File: src/rtl/fifo_wr_arbiter_if.sv
// Requester/FIFO-side signal bundle for fifo_wr_arbiter.
// The arbiter uses the slave modport; the surrounding environment uses the master modport.
interface fifo_wr_arbiter_if #(
    parameter int NUM_REQ    = 4,
    parameter int FIFO_DEPTH = 8,
    parameter int FIFO_WIDTH = 16
);
    localparam int CW = $clog2(FIFO_DEPTH) + 1;

    logic                          enable;
    logic                          clr_err;
    logic [NUM_REQ-1:0]            req;
    logic [NUM_REQ*FIFO_WIDTH-1:0] req_data;
    logic [NUM_REQ-1:0]            gnt;
    logic                          fifo_wr_en;
    logic [FIFO_WIDTH-1:0]         fifo_data_in;
    logic                          fifo_wr_ack;
    logic                          fifo_overflow;
    logic                          fifo_rd_en;
    logic                          fifo_empty;
    logic [CW-1:0]                 credits;
    logic                          busy;
    logic                          err;
    logic [1:0]                    err_code;

    modport slave (
        input  enable, clr_err, req, req_data,
        input  fifo_wr_ack, fifo_overflow, fifo_rd_en, fifo_empty,
        output gnt, fifo_wr_en, fifo_data_in, credits, busy, err, err_code
    );

    modport master (
        output enable, clr_err, req, req_data,
        output fifo_wr_ack, fifo_overflow, fifo_rd_en, fifo_empty,
        input  gnt, fifo_wr_en, fifo_data_in, credits, busy, err, err_code
    );
endinterface

File: src/rtl/fifo_wr_arbiter.sv
// Round-robin arbiter sharing one FIFO write port, with credit-based flow control and ack/overflow checking.
// Define FIFO_ARB_PRIO_EN to give requester 0 fixed top priority over a round-robin among the rest.
module fifo_wr_arbiter #(
    parameter int NUM_REQ    = 4,
    parameter int FIFO_DEPTH = 8,
    parameter int FIFO_WIDTH = 16
) (
    input  logic               clk,
    input  logic               rst,
    fifo_wr_arbiter_if.slave   arb_if
);
    localparam int CW = $clog2(FIFO_DEPTH) + 1;
    localparam int PW = $clog2(NUM_REQ);
    localparam logic [CW-1:0] DEPTH_C = CW'(FIFO_DEPTH);

    typedef enum logic [1:0] {
        ST_IDLE   = 2'b00,
        ST_ACTIVE = 2'b01,
        ST_ERROR  = 2'b10
    } state_e;

    state_e                state_q, state_d;
    logic [PW-1:0]         rr_ptr_q, rr_ptr_d;
    logic [CW-1:0]         credits_q, credits_d;
    logic                  wr_en_q;
    logic [FIFO_WIDTH-1:0] data_q;
    logic                  ack_pend_q;
    logic                  err_q;
    logic [1:0]            err_code_q, err_code_d;
    logic                  busy_q;

    logic [NUM_REQ-1:0]    gnt_s;
    logic [PW-1:0]         win_s;
    logic                  grant_ok_s;
    logic                  grant_s;
    logic                  pop_s;
    logic [1:0]            err_det_s;
    logic [FIFO_WIDTH-1:0] win_data_s;

    function automatic logic [PW-1:0] next_ptr(input logic [PW-1:0] w);
`ifdef FIFO_ARB_PRIO_EN
        if (int'(w) == NUM_REQ - 1) next_ptr = PW'(1);
        else                        next_ptr = w + PW'(1);
`else
        if (int'(w) == NUM_REQ - 1) next_ptr = '0;
        else                        next_ptr = w + PW'(1);
`endif
    endfunction

    assign grant_ok_s = (state_q == ST_ACTIVE) && (credits_q != '0) && (|arb_if.req);
    assign grant_s    = |gnt_s;
    assign pop_s      = arb_if.fifo_rd_en & ~arb_if.fifo_empty;
    assign err_det_s  = {ack_pend_q & ~arb_if.fifo_wr_ack, arb_if.fifo_overflow};
    assign win_data_s = arb_if.req_data[int'(win_s)*FIFO_WIDTH +: FIFO_WIDTH];

    // Winner search starting at rr_ptr and wrapping; yields a one-hot or zero grant
    always_comb begin
        logic found;
        int   idx;
        int   base;
        gnt_s = '0;
        win_s = '0;
        found = 1'b0;
        idx   = 0;
        base  = 0;
        if (grant_ok_s) begin
`ifdef FIFO_ARB_PRIO_EN
            if (arb_if.req[0]) begin
                gnt_s[0] = 1'b1;
            end else begin
                // Pointer value 0 is treated as 1 since requester 0 is outside the rotation
                base = (rr_ptr_q == '0) ? 0 : int'(rr_ptr_q) - 1;
                for (int k = 0; k < NUM_REQ - 1; k++) begin
                    idx = 1 + ((base + k) % (NUM_REQ - 1));
                    if (!found && arb_if.req[idx]) begin
                        found      = 1'b1;
                        gnt_s[idx] = 1'b1;
                        win_s      = idx[PW-1:0];
                    end else begin
                        found = found;
                    end
                end
            end
`else
            base = int'(rr_ptr_q);
            for (int k = 0; k < NUM_REQ; k++) begin
                idx = (base + k) % NUM_REQ;
                if (!found && arb_if.req[idx]) begin
                    found      = 1'b1;
                    gnt_s[idx] = 1'b1;
                    win_s      = idx[PW-1:0];
                end else begin
                    found = found;
                end
            end
`endif
        end else begin
            gnt_s = '0;
        end
    end

    // Pointer advance and credit bookkeeping
    always_comb begin
        rr_ptr_d  = rr_ptr_q;
        credits_d = credits_q;
`ifdef FIFO_ARB_PRIO_EN
        if (grant_s && (win_s != '0)) rr_ptr_d = next_ptr(win_s);
        else                          rr_ptr_d = rr_ptr_q;
`else
        if (grant_s) rr_ptr_d = next_ptr(win_s);
        else         rr_ptr_d = rr_ptr_q;
`endif
        if (grant_s && !pop_s)                                credits_d = credits_q - CW'(1);
        else if (pop_s && !grant_s && (credits_q != DEPTH_C)) credits_d = credits_q + CW'(1);
        else                                                  credits_d = credits_q;
    end

    // Next-state logic; a fresh error detection beats clr_err
    always_comb begin
        state_d    = state_q;
        err_code_d = err_code_q | err_det_s;
        if (|err_det_s) begin
            state_d = ST_ERROR;
        end else begin
            case (state_q)
                ST_IDLE:   if (arb_if.enable) state_d = ST_ACTIVE; else state_d = ST_IDLE;
                ST_ACTIVE: if (!arb_if.enable) state_d = ST_IDLE; else state_d = ST_ACTIVE;
                ST_ERROR: begin
                    if (arb_if.clr_err) begin
                        state_d    = ST_IDLE;
                        err_code_d = 2'b00;
                    end else begin
                        state_d = ST_ERROR;
                    end
                end
                default:   state_d = ST_IDLE;
            endcase
        end
    end

    // State register
    always_ff @(posedge clk) begin
        if (rst) state_q <= ST_IDLE;
        else     state_q <= state_d;
    end

    // Arbitration, write-issue and error registers
    always_ff @(posedge clk) begin
        if (rst) begin
            rr_ptr_q   <= '0;
            credits_q  <= DEPTH_C;
            wr_en_q    <= 1'b0;
            data_q     <= '0;
            ack_pend_q <= 1'b0;
            err_q      <= 1'b0;
            err_code_q <= 2'b00;
            busy_q     <= 1'b0;
        end else begin
            rr_ptr_q   <= rr_ptr_d;
            credits_q  <= credits_d;
            wr_en_q    <= grant_s;
            ack_pend_q <= wr_en_q;
            err_code_q <= err_code_d;
            err_q      <= |err_code_d;
            busy_q     <= (state_d == ST_ACTIVE);
            if (grant_s) data_q <= win_data_s;
            else         data_q <= data_q;
        end
    end

    assign arb_if.gnt          = gnt_s;
    assign arb_if.fifo_wr_en   = wr_en_q;
    assign arb_if.fifo_data_in = data_q;
    assign arb_if.credits      = credits_q;
    assign arb_if.busy         = busy_q;
    assign arb_if.err          = err_q;
    assign arb_if.err_code     = err_code_q;
endmodule

File: src/flat_wrapper.sv
// flat-port wrapper written by rule: the top's interface ports become plain ports
module fifo_wr_arbiter_flat 
#(
    parameter int NUM_REQ    = 4,
    parameter int FIFO_DEPTH = 8,
    parameter int FIFO_WIDTH = 16
)
  (clk, rst, arb_if_enable, arb_if_clr_err, arb_if_req, arb_if_req_data, arb_if_fifo_wr_ack, arb_if_fifo_overflow, arb_if_fifo_rd_en, arb_if_fifo_empty, arb_if_gnt, arb_if_fifo_wr_en, arb_if_fifo_data_in, arb_if_credits, arb_if_busy, arb_if_err, arb_if_err_code);
  fifo_wr_arbiter_if #(.NUM_REQ(NUM_REQ), .FIFO_DEPTH(FIFO_DEPTH), .FIFO_WIDTH(FIFO_WIDTH)) arb_if_i ();
  input  logic clk;
  input  logic rst;
  input wire logic [$bits(arb_if_i.enable)-1:0] arb_if_enable;
  input wire logic [$bits(arb_if_i.clr_err)-1:0] arb_if_clr_err;
  input wire logic [$bits(arb_if_i.req)-1:0] arb_if_req;
  input wire logic [$bits(arb_if_i.req_data)-1:0] arb_if_req_data;
  input wire logic [$bits(arb_if_i.fifo_wr_ack)-1:0] arb_if_fifo_wr_ack;
  input wire logic [$bits(arb_if_i.fifo_overflow)-1:0] arb_if_fifo_overflow;
  input wire logic [$bits(arb_if_i.fifo_rd_en)-1:0] arb_if_fifo_rd_en;
  input wire logic [$bits(arb_if_i.fifo_empty)-1:0] arb_if_fifo_empty;
  output wire logic [$bits(arb_if_i.gnt)-1:0] arb_if_gnt;
  output wire logic [$bits(arb_if_i.fifo_wr_en)-1:0] arb_if_fifo_wr_en;
  output wire logic [$bits(arb_if_i.fifo_data_in)-1:0] arb_if_fifo_data_in;
  output wire logic [$bits(arb_if_i.credits)-1:0] arb_if_credits;
  output wire logic [$bits(arb_if_i.busy)-1:0] arb_if_busy;
  output wire logic [$bits(arb_if_i.err)-1:0] arb_if_err;
  output wire logic [$bits(arb_if_i.err_code)-1:0] arb_if_err_code;
  assign arb_if_i.enable = arb_if_enable;
  assign arb_if_i.clr_err = arb_if_clr_err;
  assign arb_if_i.req = arb_if_req;
  assign arb_if_i.req_data = arb_if_req_data;
  assign arb_if_i.fifo_wr_ack = arb_if_fifo_wr_ack;
  assign arb_if_i.fifo_overflow = arb_if_fifo_overflow;
  assign arb_if_i.fifo_rd_en = arb_if_fifo_rd_en;
  assign arb_if_i.fifo_empty = arb_if_fifo_empty;
  assign arb_if_gnt = arb_if_i.gnt;
  assign arb_if_fifo_wr_en = arb_if_i.fifo_wr_en;
  assign arb_if_fifo_data_in = arb_if_i.fifo_data_in;
  assign arb_if_credits = arb_if_i.credits;
  assign arb_if_busy = arb_if_i.busy;
  assign arb_if_err = arb_if_i.err;
  assign arb_if_err_code = arb_if_i.err_code;
  fifo_wr_arbiter #(.NUM_REQ(NUM_REQ), .FIFO_DEPTH(FIFO_DEPTH), .FIFO_WIDTH(FIFO_WIDTH)) u_core (.clk(clk), .rst(rst), .arb_if(arb_if_i));
endmodule
File: config.mk
export PLATFORM = sky130hd
export DESIGN_NAME = fifo_wr_arbiter_flat
export DESIGN_NICKNAME = d
export VERILOG_FILES = /design/src/rtl/fifo_wr_arbiter_if.sv /design/src/rtl/fifo_wr_arbiter.sv /design/src/flat_wrapper.sv
export SDC_FILE = /design/constraint.sdc
export NUM_CORES = 1
export LEC_CHECK = 0
export CORE_MARGIN = 4
export CORE_UTILIZATION = 46
export CTS_CLUSTER_SIZE = 25
export DETAILED_ROUTE_END_ITERATION = 6
export PLACE_DENSITY = 0.87
export SETUP_SLACK_MARGIN = 0.15
export SLEW_MARGIN = 20
export SYNTH_ARGS = -nofsm -noshare
export SYNTH_HDL_FRONTEND = slang
export SYNTH_SLANG_ARGS = --single-unit
File: constraint.sdc
create_clock -name clk -period 9.9 [get_ports clk]
set_input_delay 0.99 -clock clk [delete_from_list [all_inputs] [get_ports clk]]
set_output_delay 0.99 -clock clk [all_outputs]
set_load 0.02 [all_outputs]
==> results.md <==
- The flow ran to the end, and the final reports show no timing, DRC or antenna violations.
- The total wire length after detailed routing is 7440 um.
- The total of flip-flops plus latches after synthesis is 30.
- The number of levels the H-tree was split into is 2.
- After technology mapping, the gate count stands at 290.
- The worst setup path is launched from a flip-flop.
- The routed layout has roughly 2600 vias.
- At the worst endpoint, the required time is 10110 ps.
- The distinct cell type count of the synthesized netlist is 50.
- The reg2reg setup slack is 4840 ps.
- The final critical path takes up 51.1% of the cycle.
- 0 antenna diodes ended up in the layout.
- The area of the die is 6440 um^2.
- Dividing the detail-routed via count by the number of cells gives between 5 and 6.
- Setup repair after global routing left no endpoint under its margin.
- The initial antenna violation count came to 0.
- For this design the static power due to leakage is 1.32 nW.
- After detailed routing, the average wire length per cell comes to 16.5 um.
- Detailed placement finished with a half-perimeter wire length of 5560 um.
- The startpoint of the worst register-to-register path is u_core.rr_ptr_q[0]$_SDFFE_PP0P_.
- The number of endpoints with negative hold slack in the final report is 0.
- At the end of the flow, the number of nets in the layout was 466.
- The biggest fanout along the worst timing path is 21.
- The later-pin clock latency in the skew report is 280 ps.
- The layer with the highest usage is met2.
- In the synthesized netlist the dominant register cell turns out to be dfxtp_1.
- The worst path in the final design needs a cycle of 5060 ps, including I/O delays and setup.
- The finished cells cover 3540 um^2.
- In the final layout, the share of cells above drive strength 1 is 6.58%.
- The number of max-cap violations is 0.
- The maximum resistive drop on vdd is 97.9 uV.
- The port buffer count is 104.
- Counting every net in the synthesized netlist gives ~380.
- CTS saw 30 sinks.
- The total number of yosys warnings is 0.
- Pin placement for this block handled 105 I/O pins.
- A synthesized cell averages 8.28 um^2.
- The worst slack at placement is ~4700 ps.
- Between clock sinks in the finished design, the worst skew comes to 4.50 ps.
- In the global route stage, met3 resource usage came out at roughly 8.3%.
- The sink of the worst hold path is u_core.arb_if.fifo_data_in[8]$_SDFFE_PP0P_.
- The worst hold slack across all endpoints is 451 ps.
- In the routed design, unresolved DRC markers number 0.
- The max-slew violation count is 0.
- The final cell count without fillers is 450.
- For the worst setup path, the data arrival time is 5260 ps.
- The congestion estimate from routability-driven global placement came to 0.958.
- The width of the die is 80.2 um.
- After detailed placement, the design holds a cell count of 442.
- The worst hold path passes through 2 cells.
- The first global-routing pass estimated 11900 um of wire.
- The post-route antenna net violation count is 0.
- The total number of cells along the worst setup path is 14.
- The fmax is approximately 200 MHz.
- The first routing iteration left around 110 violations.
- TritonCTS built the clock tree.
- The cell with the largest stage delay on the worst path is dfxtp_1.
- Traced cell by cell, the critical path runs through inv_2, ha_1, mux4_2, a221o_1, a32oi_1, nand4_1, nand2_1, inv_1, ha_1, a21o_1, a21oi_1, or3_1, mux2i_1, a32oi_1.
- The final core utilization is a little over two thirds.
- Summed over all layers, the global routing overflow is 0.
- The core region is 5070 um^2.
- The longest individual stage delay on the worst path is 770 ps.
- The critical path in this run is classified as reg2reg.
- Adding up every negative setup slack in the final design gives 0 ps.
- Of the synthesized area, sequential elements account for 25.0%.
- The sum of buffers and inverters on the critical path is 2.
- For this configuration, the core starts out at a cell density of between 40% and 50%.
- The maximum number of buffers from clock root to sink is 2.
- On the critical path the largest part of the delay comes from compound AO/OA/AOI/OAI gates.
- The worst hold-check path type is reg2reg.
- The post-cts resize count is 0.
- The area growth from synthesis to layout is 47.3%.
- The normalized max-slew margin is 40.9%.
- The detailed-router iteration count before antenna repair is 4.
- The via count of the first global-routing pass is 2581.
- In the global route stage, overall resource usage came out at 23.6%.
- The capture instance of the worst register-to-register path is u_core.arb_if.credits[3]$_SDFFE_PP1P_.
- The setup slack of the critical path after layout is slightly below 5000 ps.
- Row generation in the floorplan step produced 26 rows.
- The CTS clock-pin slew for the worst setup and hold paths is 60 ps.
- The total power divided by cell area is 108 nW/um^2.
- The final setup violation count is 0.
- The number of buffers inserted by hold repair at cts is 0.
- The transition time of the tightest slew-check pin is 884 ps.
- The share of flip-flops with an asynchronous set or reset after synthesis is 0%.
- The number of buffers inserted to repair setup after CTS is 0.
- The worst register-to-register path has a depth of 14.
- The number of buffers created by CTS is 5.
- The synthesized design contains 0 enable-type register cells.
- Entering global routing, the biggest net connects 33 pins.
- The cell sitting at the root of the clock tree is a clkbuf_8.
- The synthesized netlist occupies a cell area of 2400 um^2.
- In the global route stage, met1 resource usage came out at between 20 and 25%.
- The met2 usage is 43.3%.
- Once placement finished, the instance area stood at 3430 um^2.
- From bottom edge to top edge, the die measures 80.2 um.
- The worst hold path begins at u_core.arb_if.fifo_data_in[8]$_SDFFE_PP0P_.
- Total power for the finished layout comes to 0.384 mW.
- The kind of end point of the critical path is a flip-flop.
cell usage in the layout (no fill, tap or decap), types with 2 or more instances in the layout:
master,netlist,routed
clkbuf_8,0,8
a211oi_1,3,3
mux2_2,4,4
a31oi_1,3,3
o21a_1,8,8
nor4_1,2,2
mux2_1,16,16
buf_4,3,3
nor2b_1,6,6
nand2_1,21,21
mux4_2,2,2
a21o_1,2,2
clkdlybuf4s50_1,0,103
or3_1,2,2
mux2i_1,5,5
nand2b_1,4,4
ha_1,10,10
a221o_1,4,4
dfxtp_1,30,30
nor2_1,14,14
a32oi_1,5,5
and3b_1,2,2
o21ai_0,4,4
and3_1,2,2
a21oi_1,19,19
inv_1,26,26
nor3_1,3,3
o211ai_1,48,48
worst reg2reg max path, stage by stage, from the launching register on:
cell	delay (ps)
dfxtp_1	770
inv_2	190
ha_1	580
mux4_2	450
a221o_1	390
a32oi_1	280
nand4_1	750
nand2_1	330
inv_1	120
ha_1	290
a21o_1	180
a21oi_1	260
or3_1	150
mux2i_1	60
a32oi_1	180
where the power goes:
group	switching, mW	internal [mW]	total, mW
combinational	0.0623	0.0669	0.129
clock	0.0463	0.0701	0.116
sequential	0.00922	0.129	0.138
cells in the mapped netlist, types with 2 or more instances:
cell       n  area [um^2]
o21a_1     8         60.1
buf_2      8         40.0
a21oi_1   19         95.1
nand2_1   21         78.8
a221o_1    4         40.0
a32oi_1    5         43.8
inv_1     26         97.6
a211oi_1   3         22.5
a21o_1     2         15.0
mux4_2     2         45.0
mux2_1    16          180
nor2_1    14         52.6
and3b_1    2         17.5
nor2b_1    6         37.5
ha_1      10          125
nor4_1     2         12.5
or3_1      2         12.5
o21ai_0    4         20.0
and3_1     2         12.5
nor3_1     3         15.0
dfxtp_1   30          601
nand2b_1   4         25.0
mux2_2     4         45.0
clkbuf_1  12         45.0
mux2i_1    5         50.1
a31oi_1    3         18.8
o211ai_1  48          360
buf_4      3         22.5
final cells by class:
class	count	area, um^2
clock buffer	8	110
fill	430	1540
inverter	27	101
multi-input combinational	208	1580
sequential	30	601
tap	70	87.6
timing repair buffer	107	1060
cells by family after synthesis:
family          Yosys count  share of synthesized area, %
compound gates          104                          31.2
xor+xnor                  1                         0.365
fa+ha+maj                11                          6.04
buf+inv                  52                          9.48
flops                    30                          25.0
mux                      27                          13.3
simple gates             65                          14.6
how the worst max path moves through the flow:
stage,from,endpoint,slack (ps)
after floorplan,arb_if_req[3],u_core.arb_if.credits[3]$_SDFFE_PP1P_,6110
after global placement,arb_if_req[2],u_core.arb_if.credits[3]$_SDFFE_PP1P_,4930
after global routing,u_core.rr_ptr_q[0]$_SDFFE_PP0P_,u_core.arb_if.credits[3]$_SDFFE_PP1P_,4440
after CTS,u_core.rr_ptr_q[0]$_SDFFE_PP0P_,u_core.arb_if.credits[3]$_SDFFE_PP1P_,4930
after detailed placement,arb_if_req[2],u_core.arb_if.credits[3]$_SDFFE_PP1P_,4730
final,u_core.rr_ptr_q[0]$_SDFFE_PP0P_,u_core.arb_if.credits[3]$_SDFFE_PP1P_,4840
per-layer routing:
metal | vias up | share of wire [%]
met5 | - | 0
met4 | 0 | 2.0
met3 | 13 | 8.8
met2 | 109 | 51
met1 | 1206 | 38
li1 | 1255 | -
state kept, by name, summed over array words and instances, names as in the netlist:
signal and count:
u_core.ack_pend_q 1, u_core.arb_if.busy 1, u_core.arb_if.credits 4, u_core.arb_if.err 1, u_core.arb_if.err_code 2, u_core.arb_if.fifo_data_in 16, u_core.arb_if.fifo_wr_en 1, u_core.rr_ptr_q 2
u_core.state_q 2
Note: power is estimated with default switching activity, not from simulation.
